===== src/rtl/corefifo_wr_ptr_ctrl.sv =====
// corefifo_wr_ptr_ctrl
//   Write-side pointer and flag engine for a CoreFIFO. Keeps the write pointer
//   in binary and Gray form. Brings the read-side Gray pointer across through a
//   synchroniser chain and converts it to binary in a registered stage. Produces
//   registered fill count, full, almost-full, write-ack and overflow pulses.
//
// Ports
//   clk              write-domain clock
//   rstn             synchronous active-low reset
//   we               write request
//   rptr_gray_async  read pointer (Gray) from the read domain
//   waddr            RAM write address
//   wen_ram          RAM write enable (combinational, we & ~full)
//   wptr_gray        registered Gray write pointer for the read domain
//   wcount           registered fill level, 0..DEPTH
//   full, afull      registered flags
//   wr_ack           one-cycle pulse per accepted write
//   overflow         one-cycle pulse per write attempted while full
module corefifo_wr_ptr_ctrl #(
    parameter int ADDRWIDTH   = 3,
    parameter int SYNC_STAGES = 2,
    parameter int AFULL_VAL   = (2**ADDRWIDTH)-2
) (
    input  logic                 clk,
    input  logic                 rstn,
    input  logic                 we,
    input  logic [ADDRWIDTH:0]   rptr_gray_async,
    output logic [ADDRWIDTH-1:0] waddr,
    output logic                 wen_ram,
    output logic [ADDRWIDTH:0]   wptr_gray,
    output logic [ADDRWIDTH:0]   wcount,
    output logic                 full,
    output logic                 afull,
    output logic                 wr_ack,
    output logic                 overflow
);

    localparam int PW = ADDRWIDTH + 1;
    localparam logic [PW-1:0] DEPTH    = PW'(2**ADDRWIDTH);
    localparam logic [PW-1:0] AFULL_TH = PW'(AFULL_VAL);

    if (SYNC_STAGES < 2 || SYNC_STAGES > 4) begin : g_bad_sync
        $error("SYNC_STAGES must be in 2..4");
    end
    if (AFULL_VAL < 1 || AFULL_VAL > 2**ADDRWIDTH) begin : g_bad_afull
        $error("AFULL_VAL must be in 1..DEPTH");
    end

    logic [PW-1:0] wptr_bin;
    logic [PW-1:0] wptr_bin_next;
    logic [PW-1:0] sync_q [SYNC_STAGES];
    logic [PW-1:0] rptr_bin_comb;
    logic [PW-1:0] rptr_bin_q;
    logic [PW-1:0] count_next;
    logic          accept;

    assign accept        = we & ~full;
    assign wen_ram       = accept;
    assign waddr         = wptr_bin[ADDRWIDTH-1:0];
    assign wptr_bin_next = wptr_bin + {{ADDRWIDTH{1'b0}}, accept};
    // rptr_bin_q lags the true read pointer, so this can only over-report.
    assign count_next    = wptr_bin_next - rptr_bin_q;

    // Gray to binary on the last synchroniser flop: MSB copied, then each
    // lower bit is the running XOR from the top.
    always_comb begin
        rptr_bin_comb       = '0;
        rptr_bin_comb[PW-1] = sync_q[SYNC_STAGES-1][PW-1];
        for (int i = PW-1; i > 0; i--) begin
            rptr_bin_comb[i-1] = rptr_bin_comb[i] ^ sync_q[SYNC_STAGES-1][i-1];
        end
    end

    always_ff @(posedge clk) begin
        if (!rstn) begin
            wptr_bin   <= '0;
            wptr_gray  <= '0;
            for (int i = 0; i < SYNC_STAGES; i++) sync_q[i] <= '0;
            rptr_bin_q <= '0;
            wcount     <= '0;
            full       <= 1'b0;
            afull      <= 1'b0;
            wr_ack     <= 1'b0;
            overflow   <= 1'b0;
        end else begin
            wptr_bin   <= wptr_bin_next;
            wptr_gray  <= wptr_bin_next ^ (wptr_bin_next >> 1);
            sync_q[0]  <= rptr_gray_async;
            for (int i = 1; i < SYNC_STAGES; i++) sync_q[i] <= sync_q[i-1];
            rptr_bin_q <= rptr_bin_comb;
            wcount     <= count_next;
            full       <= (count_next == DEPTH);
            afull      <= (count_next >= AFULL_TH);
            wr_ack     <= accept;
            overflow   <= we & full;
        end
    end

endmodule


===== config.mk =====
export PLATFORM = sky130hd
export DESIGN_NAME = corefifo_wr_ptr_ctrl
export DESIGN_NICKNAME = d
export VERILOG_FILES = /design/src/rtl/corefifo_wr_ptr_ctrl.sv
export SDC_FILE = /design/constraint.sdc
export NUM_CORES = 1
export LEC_CHECK = 0
export CORE_ASPECT_RATIO = 0.75
export CORE_MARGIN = 3
export CORE_UTILIZATION = 50
export CTS_CLUSTER_DIAMETER = 40
export DETAILED_ROUTE_END_ITERATION = 8
export GPL_ROUTABILITY_DRIVEN = 0
export GPL_TIMING_DRIVEN = 0
export PLACE_DENSITY = 0.77
export RECOVER_POWER = 50
export SLEW_MARGIN = 30
export SYNTH_ARGS = -nofsm -noshare
export SYNTH_HDL_FRONTEND = slang
export SYNTH_SLANG_ARGS = --single-unit

===== constraint.sdc =====
create_clock -name clk -period 3.8 [get_ports clk]
set_clock_uncertainty 0.2 [all_clocks]
set_input_delay 0.76 -clock clk [delete_from_list [all_inputs] [get_ports clk]]
set_output_delay 0.76 -clock clk [all_outputs]
set_load 0.05 [all_outputs]

==> metrics.md <==
| Metric | Value |
|---|---|
| Synth top area share | between 50% and 60% |
| Synth Register Bits | 27 |
| CTS Buffer Depth | 2 |
| PwrDens | 550 nW/µm² |
| Critical Path Source Type | input pin |
| # fillers | between 100 and 150 |
| Final worst path period need | around 3.4 ns |
| Setup Fix Bufs, Post-CTS | 0 |
| Root buffer cell | clkbuf_4 |
| Starting Density | around 54% |
| Final period util | about nine tenths |
| Worst-margin pin slew | about 0.50 ns |
| Pin count of the biggest net entering global routing | 18 |
| Busiest grt layer | met2 |
| Synthesized instance count | between 80 and 90 |
| Cells after DPL | about 130 |
| Final nets | around 130 |
| Crit path cell chain | dlygate4sd3_1, nor2b_1, clkdlybuf4s50_1 |
| Die height | ~44 µm |
| Max cap viols | 0 |
| Post-route insts no fill | 135 |
| Total Routing Usage GR | between 10 and 15% |
| Outcome | completed |
| Primary FF master, synth | dfxtp_1 |
| CP max stage delay | roughly 0.85 ns |
| Crit path to | wen_ram |
| Register area share after synthesis | between 50% and 60% |
| Synth warn | 0 |
| Post-Syn Nets | 100 |
| I/O Pins | 23 |
| Worst Path Max Fanout | 3 |
| CP Capture Type | output pin |
| Final hold vios | 0 |
| Yosys top cell by area | dfxtp_1 |
| Grt total ovfl | 0 |
| Die area | ~2500 µm² |
| Met3 GRT Util | roughly 6.3% |
| H-tree depth | 1 |
| Setup WS post-layout | between 0.4 and 0.5 ns |
| Grt met2 use | 26.7% |
| Dpl ws | approximately 0.20 ns |
| R2R depth | 9 |
| DP Area | between 1000 and 1500 µm² |
| Worst slew margin | 66.4% |
| Synth area leaders | dfxtp_1 56%, and2_1 8.5%, ha_1 6.5% |
| R2R Setup Slk | about 1.2 ns |
| Slowest CP cell | clkdlybuf4s50_1 |
| Resized cells post-CTS | 0 |
| DP Wirelength | roughly 1200 µm |
| Antenna violations before repair | 0 |
| Die X | between 50 and 60 µm |
| # DRC | 0 |
| Slew Viols, Final | 0 |
| VDD IR max | between 0.0004 and 0.0005 V |
| DRT Wirelength | 1530 µm |
| Mapped cell area | 962 µm² |
| Met1 Use GR | approximately 15% |
| Rows | 13 |
| Post-synth EDFFs | 0 |
| ANT nets after route | 0 |
| Post-CTS Hold Buffers | 0 |
| DR vias | 646 |
| Asr flop ratio synth | 0% |
| DRT Pass-1 Iters | 2 |
| Core area | about 1800 µm² |
| Layout Utilization | 69.7% |
| CTS tree | built |
| Antenna Cells | 0 |
| DR vias/cell | around 4.8 |
| Post-route cell area | 1240 µm² |
| First-pass GRT wire length | roughly 2700 µm |
| Syn Area/Cell | 11.1 µm² |
| Setup TNS | 0 ns |
| Routed length per placed instance | between 10 and 15 µm |
| Critical path startpoint | we |
| Maximum clock rate | 297 MHz |
| Worst EP required | around 2.8 ns |
| RR Endpoint | afull$_SDFF_PN0_ |
| Share of cells above drive strength 1 | about 6.2% |
| TritonCTS Buffers | 3 |
| DR iter-0 viols | 3 |
| FF-to-FF Start | full$_SDFF_PN0_ |
| Synth unique cells | 22 |
| Endpoints failing setup | 0 |
| Buffers on Ports | 22 |
| Worst setup path category | in -> out |
| Clock latency on the worst-skew pair | 0.32 ns |
| Vias in the first global route | about 630 |
| RSZ-0062 raised after global routing | false |
| CTS clock-pin slew for the worst setup and hold paths | around 0.15 ns |
| Worst Hold Class | reg -> reg |
| Worst path arrival time | approximately 2.4 ns |
| Num Clock Sinks | 27 |
| Leak Pwr | roughly 0.54 nW |
| Syn-to-layout area delta | 28.5% |
-- Yosys cell counts, types with 2 or more instances --
cell and n:
a21oi_1 2, and2_1 13, and3_1 3, dfxtp_1 27, ha_1 5, inv_1 4
nand2_1 3, nor2_1 10, xnor2_1 3, xor2_1 5
-- metal layers --
layer | vias up | part of all wire [%]
met5 | - | 0
met4 | 0 | 2.0
li1 | 325 | -
met1 | 297 | 40
met2 | 20 | 51
met3 | 4 | 6.9
-- cell families after synthesis --
| group | synth area share (%) |
|---|---|
| compound gates | 2.34 |
| fa+ha+maj | 8.58 |
| xor+xnor | 11.3 |
| simple gates | 19.2 |
| buf+inv | 2.34 |
| flops | 56.2 |
-- cell type report --
| cell class | instances | area (µm²) | area share (%) |
|---|---|---|---|
| plain buffers | 1 | 3.75 | 0.304 |
| clock buffers | 3 | 22.5 | 1.82 |
| clock inverters | 1 | 8.76 | 0.708 |
| inverters | 5 | 18.8 | 1.52 |
| multi-input cells | 54 | 394 | 31.9 |
| flip-flops and latches | 27 | 541 | 43.7 |
| well taps | 22 | 27.5 | 2.23 |
| repair buffers | 22 | 220 | 17.8 |
-- worst min path at each step --
stage	slack, ns	endpoint	cells past startpoint	start
after floorplan	0.21	sync_q[0][7]$_SDFF_PN0_	1	sync_q[0][3]$_SDFF_PN0_
after global placement	0.21	sync_q[0][4]$_SDFF_PN0_	1	sync_q[0][0]$_SDFF_PN0_
after detailed placement	0.22	sync_q[0][4]$_SDFF_PN0_	1	sync_q[0][0]$_SDFF_PN0_
after CTS	0.26	sync_q[0][4]$_SDFF_PN0_	1	sync_q[0][0]$_SDFF_PN0_
after global routing	0.27	sync_q[0][6]$_SDFF_PN0_	1	sync_q[0][2]$_SDFF_PN0_
final	0.25	sync_q[0][4]$_SDFF_PN0_	1	sync_q[0][0]$_SDFF_PN0_
-- sequential cells by signal, summed over array words and instances, names as in the netlist --
register	count
wr_ack	1
wcount	4
overflow	1
wptr_bin	3
sync_q	8
rptr_bin_q	4
afull	1
wptr_gray	4
full	1
-- report_power, final --
group	internal, W	leakage, nW	total (W)	switching, W
combinational	0.0000844	0.299	0.000227	0.000142
clock	0.0000429	0.0183	0.000129	0.0000862
sequential	0.000313	0.222	0.000324	0.0000108
-- worst max-delay path: cells and delay by family --
kind                   cells  cell delay (ns)
buffers and inverters      2             1.41
and+or+nand+nor            1             0.25
-- metrics by stage --
stage / total power (W) / hold slack (ns)
detailed placement: 0.000560 / 0.222
global route: 0.000718 / 0.274
finish: 0.000680 / 0.253
CTS: 0.000691 / 0.259
floorplan: 0.000488 / 0.212
global placement: 0.000553 / 0.214
-- cells in the final DEF (no fill, tap or decap), types with 2 or more instances in the layout --
| master | count |
|---|---|
| a21oi_1 | 2 |
| and2_0 | 9 |
| and2_1 | 4 |
| and3_1 | 3 |
| clkbuf_4 | 3 |
| clkdlybuf4s50_1 | 20 |
| dfxtp_1 | 27 |
| dlygate4sd3_1 | 2 |
| ha_1 | 5 |
| inv_1 | 4 |
| nand2_1 | 3 |
| nor2_1 | 10 |
| xnor2_1 | 3 |
| xor2_1 | 5 |
No activity file was read; power rests on OpenSTA's default activity.
